**src/rtl/div_pkg.sv**
```systemverilog
// Shared definitions for the iterative RV32M divider.
// Holds the op encodings, the datapath width, the FSM state type,
// the special-case constants and a small magnitude helper.
package div_pkg;

  localparam int unsigned XLEN = 32;

  localparam logic [1:0] OP_DIV  = 2'b00;
  localparam logic [1:0] OP_DIVU = 2'b01;
  localparam logic [1:0] OP_REM  = 2'b10;
  localparam logic [1:0] OP_REMU = 2'b11;

  typedef enum logic [1:0] {
    StIdle,
    StCalc,
    StFix,
    StDone
  } div_state_t;

  localparam logic [XLEN-1:0] DIV_ZERO_Q = '1;
  localparam logic [XLEN-1:0] INT_MIN    = {1'b1, {(XLEN-1){1'b0}}};

  function automatic logic op_is_signed(input logic [1:0] op);
    return (op == OP_DIV) || (op == OP_REM);
  endfunction

  // Two's-complement magnitude; INT_MIN maps to 0x80000000, which is
  // the correct unsigned magnitude.
  function automatic logic [XLEN-1:0] abs_val(input logic [XLEN-1:0] v, input logic is_signed);
    return (is_signed && v[XLEN-1]) ? (~v + 1'b1) : v;
  endfunction

endpackage

```
**src/rtl/div_special_chk.sv**
```systemverilog
// Combinational detector for the divider's fast-path cases.
// Ports:
//   op_i          operation (DIV/DIVU/REM/REMU)
//   rs1_i, rs2_i  dividend and divisor
//   is_special_o  divide-by-zero or signed overflow
//   spec_quo_o    quotient for the special case
//   spec_rem_o    remainder for the special case
module div_special_chk
  import div_pkg::*;
(
  input  logic [1:0]      op_i,
  input  logic [XLEN-1:0] rs1_i,
  input  logic [XLEN-1:0] rs2_i,
  output logic            is_special_o,
  output logic [XLEN-1:0] spec_quo_o,
  output logic [XLEN-1:0] spec_rem_o
);

  logic is_signed;

  always_comb begin
    is_signed    = op_is_signed(op_i);
    is_special_o = 1'b0;
    spec_quo_o   = '0;
    spec_rem_o   = '0;
    if (rs2_i == '0) begin
      is_special_o = 1'b1;
      spec_quo_o   = DIV_ZERO_Q;
      spec_rem_o   = rs1_i;
    end else if (is_signed && (rs1_i == INT_MIN) && (rs2_i == DIV_ZERO_Q)) begin
      is_special_o = 1'b1;
      spec_quo_o   = INT_MIN;
      spec_rem_o   = '0;
    end
  end

endmodule

```
**src/rtl/div_unit.sv**
```systemverilog
// Iterative restoring RV32M divider (DIV, DIVU, REM, REMU) for the EX stage.
// One quotient bit per cycle; divide-by-zero and signed overflow complete in
// one cycle through div_special_chk.
// Ports:
//   clk       clock, rising edge
//   rst       synchronous active-low reset
//   start     request, sampled only when idle
//   op        00 DIV, 01 DIVU, 10 REM, 11 REMU
//   rs1_data  dividend
//   rs2_data  divisor
//   flush     abandon the current operation
//   busy      high while iterating / fixing up signs
//   done      one-cycle pulse with result valid
//   result    quotient or remainder, held until the next done
// Build option: define DIV_RESULT_CACHE_EN to keep the last completed
// operand pair and its quotient/remainder, so a repeat on the same operands
// (e.g. DIV then REM) completes in one cycle.
module div_unit
  import div_pkg::*;
#(
  parameter int unsigned XLEN = 32,
  parameter int unsigned ITER = XLEN
) (
  input  logic            clk,
  input  logic            rst,
  input  logic            start,
  input  logic [1:0]      op,
  input  logic [XLEN-1:0] rs1_data,
  input  logic [XLEN-1:0] rs2_data,
  input  logic            flush,
  output logic            busy,
  output logic            done,
  output logic [XLEN-1:0] result
);

  localparam int unsigned CntW = $clog2(ITER);

  div_state_t      state_q, state_d;
  logic            rem_sel_q, rem_sel_d;
  logic            q_neg_q, q_neg_d;
  logic            r_neg_q, r_neg_d;
  logic [XLEN-1:0] divisor_q, divisor_d;
  logic [XLEN-1:0] quo_q, quo_d;
  logic [XLEN-1:0] rem_q, rem_d;
  logic [CntW-1:0] cnt_q, cnt_d;
  logic [XLEN-1:0] result_q, result_d;

  logic            is_special;
  logic [XLEN-1:0] spec_quo, spec_rem;
  logic            op_signed;
  logic [XLEN:0]   shifted, trial;
  logic [XLEN-1:0] q_fix, r_fix;
  logic            cache_hit;
  logic [XLEN-1:0] cache_res;

  div_special_chk u_special_chk (
    .op_i        (op),
    .rs1_i       (rs1_data),
    .rs2_i       (rs2_data),
    .is_special_o(is_special),
    .spec_quo_o  (spec_quo),
    .spec_rem_o  (spec_rem)
  );

  assign op_signed = op_is_signed(op);

`ifdef DIV_RESULT_CACHE_EN
  logic            signed_q, signed_d;
  logic [XLEN-1:0] rs1_q, rs1_d;
  logic [XLEN-1:0] rs2_q, rs2_d;
  logic            c_valid_q, c_valid_d;
  logic            c_signed_q, c_signed_d;
  logic [XLEN-1:0] c_rs1_q, c_rs1_d;
  logic [XLEN-1:0] c_rs2_q, c_rs2_d;
  logic [XLEN-1:0] c_quo_q, c_quo_d;
  logic [XLEN-1:0] c_rem_q, c_rem_d;

  assign cache_hit = c_valid_q && (rs1_data == c_rs1_q) && (rs2_data == c_rs2_q) &&
                     (op_signed == c_signed_q);
  assign cache_res = op[1] ? c_rem_q : c_quo_q;
`else
  assign cache_hit = 1'b0;
  assign cache_res = '0;
`endif

  always_comb begin
    state_d   = state_q;
    rem_sel_d = rem_sel_q;
    q_neg_d   = q_neg_q;
    r_neg_d   = r_neg_q;
    divisor_d = divisor_q;
    quo_d     = quo_q;
    rem_d     = rem_q;
    cnt_d     = cnt_q;
    result_d  = result_q;
`ifdef DIV_RESULT_CACHE_EN
    signed_d   = signed_q;
    rs1_d      = rs1_q;
    rs2_d      = rs2_q;
    c_valid_d  = c_valid_q;
    c_signed_d = c_signed_q;
    c_rs1_d    = c_rs1_q;
    c_rs2_d    = c_rs2_q;
    c_quo_d    = c_quo_q;
    c_rem_d    = c_rem_q;
`endif

    // Shift {rem,quo} left and trial-subtract; the extra MSB is the borrow.
    shifted = {rem_q, quo_q[XLEN-1]};
    trial   = shifted - {1'b0, divisor_q};

    q_fix = q_neg_q ? (~quo_q + 1'b1) : quo_q;
    r_fix = r_neg_q ? (~rem_q + 1'b1) : rem_q;

    case (state_q)
      StIdle: begin
        if (start && !flush) begin
          rem_sel_d = op[1];
          q_neg_d   = op_signed && (rs1_data[XLEN-1] ^ rs2_data[XLEN-1]);
          r_neg_d   = op_signed && rs1_data[XLEN-1];
          divisor_d = abs_val(rs2_data, op_signed);
          quo_d     = abs_val(rs1_data, op_signed);
          rem_d     = '0;
          cnt_d     = CntW'(ITER - 1);
`ifdef DIV_RESULT_CACHE_EN
          signed_d  = op_signed;
          rs1_d     = rs1_data;
          rs2_d     = rs2_data;
`endif
          if (is_special) begin
            result_d = op[1] ? spec_rem : spec_quo;
            state_d  = StDone;
          end else if (cache_hit) begin
            result_d = cache_res;
            state_d  = StDone;
          end else begin
            state_d  = StCalc;
          end
        end
      end
      StCalc: begin
        if (flush) begin
          state_d = StIdle;
        end else begin
          quo_d = {quo_q[XLEN-2:0], ~trial[XLEN]};
          rem_d = trial[XLEN] ? shifted[XLEN-1:0] : trial[XLEN-1:0];
          cnt_d = cnt_q - 1'b1;
          if (cnt_q == '0) begin
            state_d = StFix;
          end
        end
      end
      StFix: begin
        if (flush) begin
          state_d = StIdle;
        end else begin
          result_d = rem_sel_q ? r_fix : q_fix;
          state_d  = StDone;
`ifdef DIV_RESULT_CACHE_EN
          c_valid_d  = 1'b1;
          c_signed_d = signed_q;
          c_rs1_d    = rs1_q;
          c_rs2_d    = rs2_q;
          c_quo_d    = q_fix;
          c_rem_d    = r_fix;
`endif
        end
      end
      StDone: begin
        state_d = StIdle;
      end
      default: begin
        state_d = StIdle;
      end
    endcase
  end

  always_ff @(posedge clk) begin
    if (!rst) begin
      state_q   <= StIdle;
      rem_sel_q <= 1'b0;
      q_neg_q   <= 1'b0;
      r_neg_q   <= 1'b0;
      divisor_q <= '0;
      quo_q     <= '0;
      rem_q     <= '0;
      cnt_q     <= '0;
      result_q  <= '0;
    end else begin
      state_q   <= state_d;
      rem_sel_q <= rem_sel_d;
      q_neg_q   <= q_neg_d;
      r_neg_q   <= r_neg_d;
      divisor_q <= divisor_d;
      quo_q     <= quo_d;
      rem_q     <= rem_d;
      cnt_q     <= cnt_d;
      result_q  <= result_d;
    end
  end

`ifdef DIV_RESULT_CACHE_EN
  always_ff @(posedge clk) begin
    if (!rst) begin
      signed_q   <= 1'b0;
      rs1_q      <= '0;
      rs2_q      <= '0;
      c_valid_q  <= 1'b0;
      c_signed_q <= 1'b0;
      c_rs1_q    <= '0;
      c_rs2_q    <= '0;
      c_quo_q    <= '0;
      c_rem_q    <= '0;
    end else begin
      signed_q   <= signed_d;
      rs1_q      <= rs1_d;
      rs2_q      <= rs2_d;
      c_valid_q  <= c_valid_d;
      c_signed_q <= c_signed_d;
      c_rs1_q    <= c_rs1_d;
      c_rs2_q    <= c_rs2_d;
      c_quo_q    <= c_quo_d;
      c_rem_q    <= c_rem_d;
    end
  end
`endif

  assign busy   = (state_q == StCalc) || (state_q == StFix);
  assign done   = (state_q == StDone);
  assign result = result_q;

endmodule

```
**config.mk**
```make
export PLATFORM = sky130hd
export DESIGN_NAME = div_unit
export DESIGN_NICKNAME = d
export VERILOG_FILES = /design/src/rtl/div_pkg.sv /design/src/rtl/div_special_chk.sv /design/src/rtl/div_unit.sv
export SDC_FILE = /design/constraint.sdc
export NUM_CORES = 1
export LEC_CHECK = 0
export ABC_CLOCK_PERIOD_IN_PS = 8900
export BUFFER_PORTS_ARGS = -buffer_cell sky130_fd_sc_hd__buf_2
export CAP_MARGIN = 5
export CORE_MARGIN = 1
export CORE_UTILIZATION = 60
export DETAILED_ROUTE_END_ITERATION = 16
export PLACE_DENSITY = 0.87
export SYNTH_ARGS = -nofsm -noshare
export SYNTH_HDL_FRONTEND = slang
export SYNTH_SLANG_ARGS = --single-unit
```
**constraint.sdc**
```tcl
create_clock -name clk -period 8.9 [get_ports clk]
set_input_delay 0.445 -clock clk [delete_from_list [all_inputs] [get_ports clk]]
set_output_delay 0.445 -clock clk [all_outputs]
set_load 0.05 [all_outputs]
```
==> reports/qor.yml <==
clock_tree:
  clkLatencyLatePin_ns: 0.44
  cts_setup_buffers: 0
  clk_path_buf_depth: 2
  cts_sinks: 138
  cts_hold_buf: 0
  cts_buffers: 17
  path_clk_slew_ns: 0.06
  htreeDepth: 4
  cts_tree: "done"
  cts_resized: 0
  root_buffer: "clkbuf_16"
power_and_ir_drop:
  ir_drop_v: 0.000203
  powerDensity_nw_per_um2: 206
  leakage_uw: 0.00455
place:
  port_buffers: 103
  globalplace.congestion: 0.954
  dp_hpwl_mm: 23.9
synth:
  synthesis.instances: 1431
  yosysUniqueCellTypes: 74
  syn_area_per_cell_um2: 7.52
  synth_edf_count: 0
  synth_area_um2: 10800
  yosysSeqAreaShare: 0.257
  async_flop_share: 0
  ys.flop_type: "dfxtp_1"
  ys_seq_elements: 138
  synth_nets: 1546
  yosys_warnings: 0
global_routing:
  grt_pass1_wl_mm: 50.8
  grt_pass1_vias: 10122
  grt_max_degree: 83
  track_usage: 0.350
  antenna_found_initial: 1
  grt-ovfl-total: 0
drt:
  antenna_left: 0
  wl_per_cell_um: 18.7
  dr.pass1.iters: 6
  vias: 11137
  drc: 0
  wirelength_mm: 32.0
  drtIter0Drc: 1245
  avgViaCountPerCell: 6.49
sta:
  finalSetupViolations: 0
  relSlewSlack: 0.177
  fin_crit_ns: 3.67
  clock_skew_ns: 0.0117
  fmax_ghz: 0.273
  rsz0062_at_grt: "no"
  worst_pin_slew_ns: 1.23
  final_max_slew_viol_count: 0
  whs_ns: 0.288
  timing.final.crit_share: 0.412
  setup_tns_ns: 0
  timing_hold_violations_final: 0
setup_path:
  critPathMaxFanout: 29
  crit_chain: "ha_1 > o211ai_1 > a21oi_1 > o41ai_1 > o21ai_1 > a221o_1 > nor2_2 > buf_4 > nand2_1 > o211ai_1"
  slowest_stage: "o41ai_1"
  arrival_ns: 4.03
  crit_top_cell: "o211ai_1"
  critical_path_class: "flop to flop"
  critPathCaptureType: "flop"
  crit_path_start_kind: "flop"
  cp_data_required_time_ns: 9.26
  cp_slowest_stage_delay_ns: 0.72
floorplan:
  coreArea_um2: 17400
  die_x_um: 136
  dieArea_um2: 18500
  rows: 48
  ios: 104
  die_y_um: 136
  start_util: 0.618
cells_and_area:
  nets: 1591
  areaGrowthSynthToFinish_pct: 10.2
  fillers: 1407
  drive_above_1_share: 0.124
run_status:
  status: "finished, final reports clean"
hold_path:
  min_path_type: "input port to flop"
flow_run:
  maxCapViolations: 0
per-layer routing:
layer,vias to the layer above,share of wire,global-route usage
met4,0,0.036,0.149
met3,101,0.085,0.0604
li1,5254,-,-
met2,582,0.46,0.567
met1,5200,0.42,0.456
met5,-,0,0
final timing paths:
kind | start | to | slack, ns | cells after the start
max | rem_q[2] | rem_q[28] | 5.23 | 10
min | rs2_data[0] | divisor_q[0] | 0.29 | 3
max reg2reg | rem_q[2] | rem_q[28] | 5.23 | 10
min reg2reg | divisor_q[31] | divisor_q[31] | 0.47 | 2
cells in the final DEF, fill, tap and decap left out, types with 28 or more instances in the layout:
master      n
buf_2     103
a211oi_1   30
nor2_1    122
dfxtp_1   138
nor3_1     33
o21ai_0   107
inv_1      69
a21oi_1   122
a22oi_1    28
nand2_1   156
xor2_1     64
ha_1       44
xnor2_1    82
flip-flops by register name, summed over array words and instances (netlist names):
register and count:
q_neg_q 1, r_neg_q 1, rem_sel_q 1, quo_q 32, result 32, divisor_q 32
state_q 2, cnt_q 5, rem_q 32
synth_stat cells, types with 26 or more instances:
cell	number	share of area
nand2_1	156	0.054
nor3_1	34	0.016
mux2i_1	26	0.024
nor2_1	125	0.044
ha_1	44	0.051
a31oi_1	26	0.015
o21ai_0	107	0.050
dfxtp_1	138	0.26
clkbuf_1	68	0.024
xor2_1	64	0.052
a21oi_1	123	0.057
inv_1	70	0.024
xnor2_1	82	0.067
a211oi_1	30	0.021
a22oi_1	28	0.020
final cells by class:
type | instances | area, µm² | area share
Antenna cell | 1 | 2.50 | 0.000211
Clock buffer | 19 | 453 | 0.0382
Clock inverter | 13 | 141 | 0.0119
Inverter | 70 | 263 | 0.0221
Multi-Input combinational cell | 1137 | 7380 | 0.622
Sequential cell | 138 | 2760 | 0.233
Tap cell | 225 | 282 | 0.0237
Timing Repair Buffer | 112 | 583 | 0.0491
worst max-delay path: cells and delay by family (launching register included):
| family | cells | cell delay [ns] |
|---|---|---|
| flip-flops | 1 | 0.48 |
| adder cells (fa/ha/maj) | 1 | 0.34 |
| AO/OA/AOI/OAI | 6 | 1.96 |
| buffers and inverters | 1 | 0.41 |
| AND/OR/NAND/NOR | 2 | 0.38 |
logic make-up after synthesis:
group / count (synthesis) / synth area share
AOI/OAI and AO/OA: 463 / 0.279
and+or+nand+nor: 456 / 0.208
buffers and inverters: 156 / 0.0595
xor gates and xnor gates: 146 / 0.119
DFF: 138 / 0.257
adders and majority gates: 45 / 0.0530
muxes: 27 / 0.0252
per-stage QoR:
step	utilization	total power, µW	area (µm²)	setup slack (ns)	std cells
floorplan	-	1470	10800	6.08	1431
global placement	0.647	1680	11300	5.35	1682
detailed placement	0.647	1700	11300	5.23	1682
CTS	0.681	2420	11900	5.32	1714
global route	0.681	2560	11900	5.02	1714
finish	0.681	2450	11900	5.23	1715
power breakdown:
group / internal (µW) / switching (µW) / total, µW
clock network: 429 / 291 / 720
registers: 689 / 77.1 / 766
logic: 337 / 625 / 962
(Power assumes the default switching activity.)
